[src/rtl/riscv_ctrl_pkg.sv]
// Shared constants and types for the decode-stage control block:
// opcodes, ALUOp encodings, ALU operation codes and the control bundle.
package riscv_ctrl_pkg;

  localparam logic [6:0] OP_RTYPE  = 7'b0110011;
  localparam logic [6:0] OP_ITYPE  = 7'b0010011;
  localparam logic [6:0] OP_LOAD   = 7'b0000011;
  localparam logic [6:0] OP_STORE  = 7'b0100011;
  localparam logic [6:0] OP_BRANCH = 7'b1100011;

  localparam logic [1:0] ALUOP_ADD   = 2'b00;
  localparam logic [1:0] ALUOP_SUB   = 2'b01;
  localparam logic [1:0] ALUOP_FUNCT = 2'b10;

  localparam logic [3:0] ALU_AND = 4'b0000;
  localparam logic [3:0] ALU_OR  = 4'b0001;
  localparam logic [3:0] ALU_ADD = 4'b0010;
  localparam logic [3:0] ALU_SLL = 4'b0011;
  localparam logic [3:0] ALU_XOR = 4'b0100;
  localparam logic [3:0] ALU_SRL = 4'b0101;
  localparam logic [3:0] ALU_SUB = 4'b0110;

  typedef struct packed {
    logic       alu_src;
    logic       mem_to_reg;
    logic       reg_write;
    logic       mem_read;
    logic       mem_write;
    logic       branch;
    logic [1:0] alu_op;
  } ctrl_t;

endpackage

[src/rtl/riscv_decode_ctrl_adder_xlen.sv]
// Plain XLEN-bit adder; carry-out is dropped so results wrap modulo 2^XLEN.
module adder_xlen #(
  parameter int XLEN = 64
) (
  input  logic [XLEN-1:0] a,
  input  logic [XLEN-1:0] b,
  output logic [XLEN-1:0] sum
);

  assign sum = a + b;

endmodule

[src/rtl/riscv_decode_ctrl.sv]
// Decode-stage control: main decode, ALU control and PC adders, registered
// into ID/EX. Define DECODE_FLUSH_EN to add a flush input that bubbles control.
module riscv_decode_ctrl
  import riscv_ctrl_pkg::*;
#(
  parameter int XLEN = 64
) (
  input  logic            clk,
  input  logic            reset,
`ifdef DECODE_FLUSH_EN
  input  logic            flush,
`endif
  input  logic [6:0]      opcode,
  input  logic [3:0]      funct,
  input  logic [XLEN-1:0] pc,
  input  logic [XLEN-1:0] imm,
  output logic            branch,
  output logic            mem_read,
  output logic            mem_to_reg,
  output logic            mem_write,
  output logic            alu_src,
  output logic            reg_write,
  output logic [1:0]      alu_op,
  output logic [3:0]      operation,
  output logic [XLEN-1:0] pc_plus4,
  output logic [XLEN-1:0] branch_target
);

  localparam logic [XLEN-1:0] PC_STEP = XLEN'(4);

  ctrl_t           ctrl_p0;
  ctrl_t           ctrl_ld_p0;
  logic [3:0]      op_p0;
  logic [XLEN-1:0] imm_shl_p0;
  logic [XLEN-1:0] pc4_p0;
  logic [XLEN-1:0] bt_p0;

  ctrl_t           ctrl_p1;
  logic [3:0]      op_p1;
  logic [XLEN-1:0] pc4_p1;
  logic [XLEN-1:0] bt_p1;

  // Stage p0: combinational decode of the instruction in ID
  always_comb begin
    ctrl_p0 = '0;
    case (opcode)
      OP_RTYPE: begin
        ctrl_p0.reg_write = 1'b1;
        ctrl_p0.alu_op    = ALUOP_FUNCT;
      end
      OP_ITYPE: begin
        ctrl_p0.alu_src   = 1'b1;
        ctrl_p0.reg_write = 1'b1;
        ctrl_p0.alu_op    = ALUOP_ADD;
      end
      OP_LOAD: begin
        ctrl_p0.alu_src    = 1'b1;
        ctrl_p0.mem_to_reg = 1'b1;
        ctrl_p0.reg_write  = 1'b1;
        ctrl_p0.mem_read   = 1'b1;
        ctrl_p0.alu_op     = ALUOP_ADD;
      end
      OP_STORE: begin
        ctrl_p0.alu_src   = 1'b1;
        ctrl_p0.mem_write = 1'b1;
        ctrl_p0.alu_op    = ALUOP_ADD;
      end
      OP_BRANCH: begin
        ctrl_p0.branch = 1'b1;
        ctrl_p0.alu_op = ALUOP_SUB;
      end
      default: ctrl_p0 = '0;
    endcase
  end

  // ALU control follows the freshly decoded ALUOp, not the registered copy
  always_comb begin
    op_p0 = ALU_ADD;
    case (ctrl_p0.alu_op)
      ALUOP_ADD: op_p0 = ALU_ADD;
      ALUOP_SUB: op_p0 = ALU_SUB;
      ALUOP_FUNCT: begin
        case (funct)
          4'b0000: op_p0 = ALU_ADD;
          4'b1000: op_p0 = ALU_SUB;
          4'b0111: op_p0 = ALU_AND;
          4'b0110: op_p0 = ALU_OR;
          4'b0100: op_p0 = ALU_XOR;
          4'b0001: op_p0 = ALU_SLL;
          4'b0101: op_p0 = ALU_SRL;
          default: op_p0 = ALU_ADD;
        endcase
      end
      default: op_p0 = ALU_ADD;
    endcase
  end

`ifdef DECODE_FLUSH_EN
  assign ctrl_ld_p0 = flush ? '0 : ctrl_p0;
`else
  assign ctrl_ld_p0 = ctrl_p0;
`endif

  assign imm_shl_p0 = imm << 1;

  adder_xlen #(.XLEN(XLEN)) u_pc_plus4 (
    .a   (pc),
    .b   (PC_STEP),
    .sum (pc4_p0)
  );

  adder_xlen #(.XLEN(XLEN)) u_branch_target (
    .a   (pc),
    .b   (imm_shl_p0),
    .sum (bt_p0)
  );

  // Stage p1: ID/EX boundary registers
  always_ff @(posedge clk or negedge reset) begin
    if (!reset) begin
      ctrl_p1 <= '0;
      op_p1   <= '0;
      pc4_p1  <= '0;
      bt_p1   <= '0;
    end else begin
      ctrl_p1 <= ctrl_ld_p0;
      op_p1   <= op_p0;
      pc4_p1  <= pc4_p0;
      bt_p1   <= bt_p0;
    end
  end

  assign alu_src       = ctrl_p1.alu_src;
  assign mem_to_reg    = ctrl_p1.mem_to_reg;
  assign reg_write     = ctrl_p1.reg_write;
  assign mem_read      = ctrl_p1.mem_read;
  assign mem_write     = ctrl_p1.mem_write;
  assign branch        = ctrl_p1.branch;
  assign alu_op        = ctrl_p1.alu_op;
  assign operation     = op_p1;
  assign pc_plus4      = pc4_p1;
  assign branch_target = bt_p1;

endmodule

[config.mk]
export PLATFORM = sky130hd
export DESIGN_NAME = riscv_decode_ctrl
export DESIGN_NICKNAME = d
export VERILOG_FILES = /design/src/rtl/riscv_ctrl_pkg.sv /design/src/rtl/riscv_decode_ctrl_adder_xlen.sv /design/src/rtl/riscv_decode_ctrl.sv
export SDC_FILE = /design/constraint.sdc
export NUM_CORES = 1
export LEC_CHECK = 0
export BUFFER_PORTS_ARGS = -buffer_cell sky130_fd_sc_hd__buf_4
export CORE_MARGIN = 4
export CORE_UTILIZATION = 30
export CTS_CLUSTER_SIZE = 16
export DETAILED_ROUTE_END_ITERATION = 7
export GPL_TIMING_DRIVEN = 0
export PLACE_DENSITY = 0.63
export SLEW_MARGIN = 20
export SYNTH_ARGS = -nofsm -noshare
export SYNTH_HDL_FRONTEND = slang
export SYNTH_SLANG_ARGS = --single-unit
[constraint.sdc]
create_clock -name clk -period 0.8 [get_ports clk]
set_clock_uncertainty 0.15 [all_clocks]
set_input_delay 0.16 -clock clk [delete_from_list [all_inputs] [get_ports clk]]
set_output_delay 0.16 -clock clk [all_outputs]
set_load 0.02 [all_outputs]
==> results.cfg <==
[synthesis]
synth_area_per_cell_um2 = 9.50
synth-main-ff-cell = dfrtp_1
ys_types = 60
netlist_top_cells_area = dfrtp_1, ha_1, xnor2_1
async_flop_share_pct = 100
yosysTopAreaCell = dfrtp_1
ys_seq_elements = 136
yosys-top-cells-count = dfrtp_1, nand2_1, xnor2_1, a21oi_1, ha_1
yosysMostFrequentCell = dfrtp_1
yosysSeqAreaShare_pct = 40.9
synth_top_area_share_pct = 40.9
syn_area_um2 = 8320
yosysWarnings = 0
syn-num-nets = 1083
synth_edf_count = 0
syn_inst = 875

[sta]
fin_crit_ns = 2.59
rsz0062_at_grt = true
fmax_mhz = 385
slew_headroom_pct = 67.1
finalSetupViolations = 258
min_period_over_period_pct = 324
timing.hold.ws_ns = -0.519
slew_viol_final = 0
tns_ns = -174.01
worst_slack_ns = -1.79
max_slew.worst_pin.slew_ns = 0.489
hold_viol = 233

[routing]
avgViaCountPerCell = 4.98
m1WireLength_um = 13500
detail_route.iter0.violations = 362
wl_per_cell_um = 18.6
wl_met3_um = 1630
wl_um = 31200
maxUsedRoutingLayer = met4
num_vias = 8329
drcViolationCount = 0
dr.pass1.iters = 5
met2_length_um = 15400
drtAntennaViolNets = 0

[power]
p_comb_share_pct = 39.2
irDropWorstVdd_uv = 975
p_sw_mw = 9.32
p_sw_share_pct = 35.3
p_per_area_nw_per_um2 = 1710
p_int_mw = 17.1
power_mw = 26.4
leakage_nw = 6.56
seq_power_share_pct = 31.1
p_clk_share_pct = 29.7

[finish]
area_delta_synth_final_pct = 85.9
fin_util_pct = 57.0
fin_nets = 1495
drive_gt1_share_pct = 55.8
final_cells = 1673
fin_area_um2 = 15500

[hold_path]
hold_class = in2async

[clock_network]
htreeDepth = 4
cts_tree = built
cts_buffer_depth = 2
cts-root-buf = clkbuf_16
clkTransAtPathRegs_ns = 0.07
numCtsBuffers = 17
clkSinkCount = 136

[critical_path]
critPathTopFamily = compound AO/OA/AOI/OAI gates
path_cells = buf_8 -> ha_4 -> fa_2 -> a211oi_4 -> nor2_4 -> o211ai_4 -> a211oi_4 -> or4b_4 -> a31oi_4 -> o21ai_2 -> a221oi_2 -> xnor2_1
critPathBufInv = 1
crit_arrival_ns = 2.75
path_max_fanout = 3
cp-start-kind = input pin
path_depth = 12
crit_top_cell = a211oi_4
cp-end-kind = flop
cpPeakStageDelay_ns = 0.53
slowest_stage = or4b_4
path_class = in2reg
cp_data_required_time_ns = 0.95

[grt]
grt_use_total_pct = 19.4
antenna_found_initial = 1
overflow = 0
grt_max_degree = 82
grt_pass1_vias = 8440
grt_pass1_wl_um = 47200

[run_status]
violations = hold timing, setup timing
outcome = finished, violations left

[placed_design]
dp.cells = 1526
dpl.hpwl_um = 22600
dpl_cell_area_um2 = 12100
io_buffer_count = 278
routabilityCongestion = 0.863
post-place-ws_ns = -2.85

[floorplanning]
die_w_um = 175
die-area_um2 = 30500
core_um2 = 27100
num_rows = 60
die_h_um = 175
io_pins = 281
initial_core_util_pct = 30.7

[run]
maxCapViolCount = 0
-- layout by cell type (no fill, tap or decap), drive strengths merged, types with 3 or more instances in the layout --
cell         synthesis  layout
a41oi                6       6
o211ai               5       5
o21ai               47      47
clkinv               0       3
ha                  66      66
nand2               83      83
dlygate4sd3          0       6
and2                13      13
dfrtp              136     136
and3                18      18
o21a                 8       8
a31oi                5       5
nor3b                3       3
a211oi               7       7
inv                 23      32
o21bai              11      11
or2                  6       6
a221oi               6       6
a21oi               72      72
nand4               22      22
o31ai                5       5
nor4                 4       4
nor3                15      15
xor2                41      41
xnor2               80      80
a21o                21      21
and4                 5       5
clkbuf              14      23
nor2b               10      10
buf                  6     401
nor2                61      61
nand3               45      45
-- layout make-up --
class                           instances  area, um^2
Tap cell                              372         465
Antenna cell                            1        2.50
Multi-Input combinational cell        696        6830
Inverter                               23        88.8
Sequential cell                       136        3410
Clock inverter                         14         128
Buffer                                 14         168
Clock buffer                           18         439
Fill cell                            2231       11600
Timing Repair Buffer                  399        3940
-- routing by layer --
metal | vias to the layer above | track usage [%]
met5 | - | 0
met1 | 4067 | 25.4
met4 | 0 | 6.09
met3 | 48 | 4.02
li1 | 3966 | -
met2 | 248 | 32.4
-- logic make-up after synthesis --
group           count (synthesis)  synth area share, %
other cells                     1               0.0451
mux                             2                0.256
compound gates                214                 16.7
simple gates                  291                 17.0
fa+ha+maj                      67                 10.2
buf+inv                        43                 2.15
flops                         136                 40.9
xor+xnor                      121                 12.7
-- state kept, by name, summed over array words and instances, names as in the netlist --
register and cells:
reg_write 1, mem_write 1, operation 3, branch_target 64, mem_read 1, pc_plus4 63
alu_src 1, alu_op 2
-- power by group through the flow --
stage	Sequential, mW	Combinational [mW]	Clock, mW
2_1_floorplan	9.29	3.42	0
5_1_grt	8.31	10.9	8.28
6_report	8.21	10.3	7.85
4_1_cts	8.11	9.20	8.07
3_5_place_dp	8.14	8.03	0
3_3_place_gp	8.15	7.98	0
-- final timing paths --
kind	start	endpoint	slack, ns
max	pc[1]	branch_target[63]$_DFF_PN0_	-1.79
max in group asynchronous	reset	branch_target[61]$_DFF_PN0_	0.22
min in group clk	pc[1]	pc_plus4[1]$_DFF_PN0_	-0.31
min	reset	pc_plus4[31]$_DFF_PN0_	-0.52
-- what timing repair did --
item / in CTS / in global routing
pin swaps: 74 / 112
hold buffers: 6 / 1
setup endpoints to repair: 256 / 264
hold endpoints to repair: 247 / 153
gates resized for setup: 226 / 236
cloned: 1 / 0
setup buffers: 63 / 64
(Power assumes the default switching activity.)
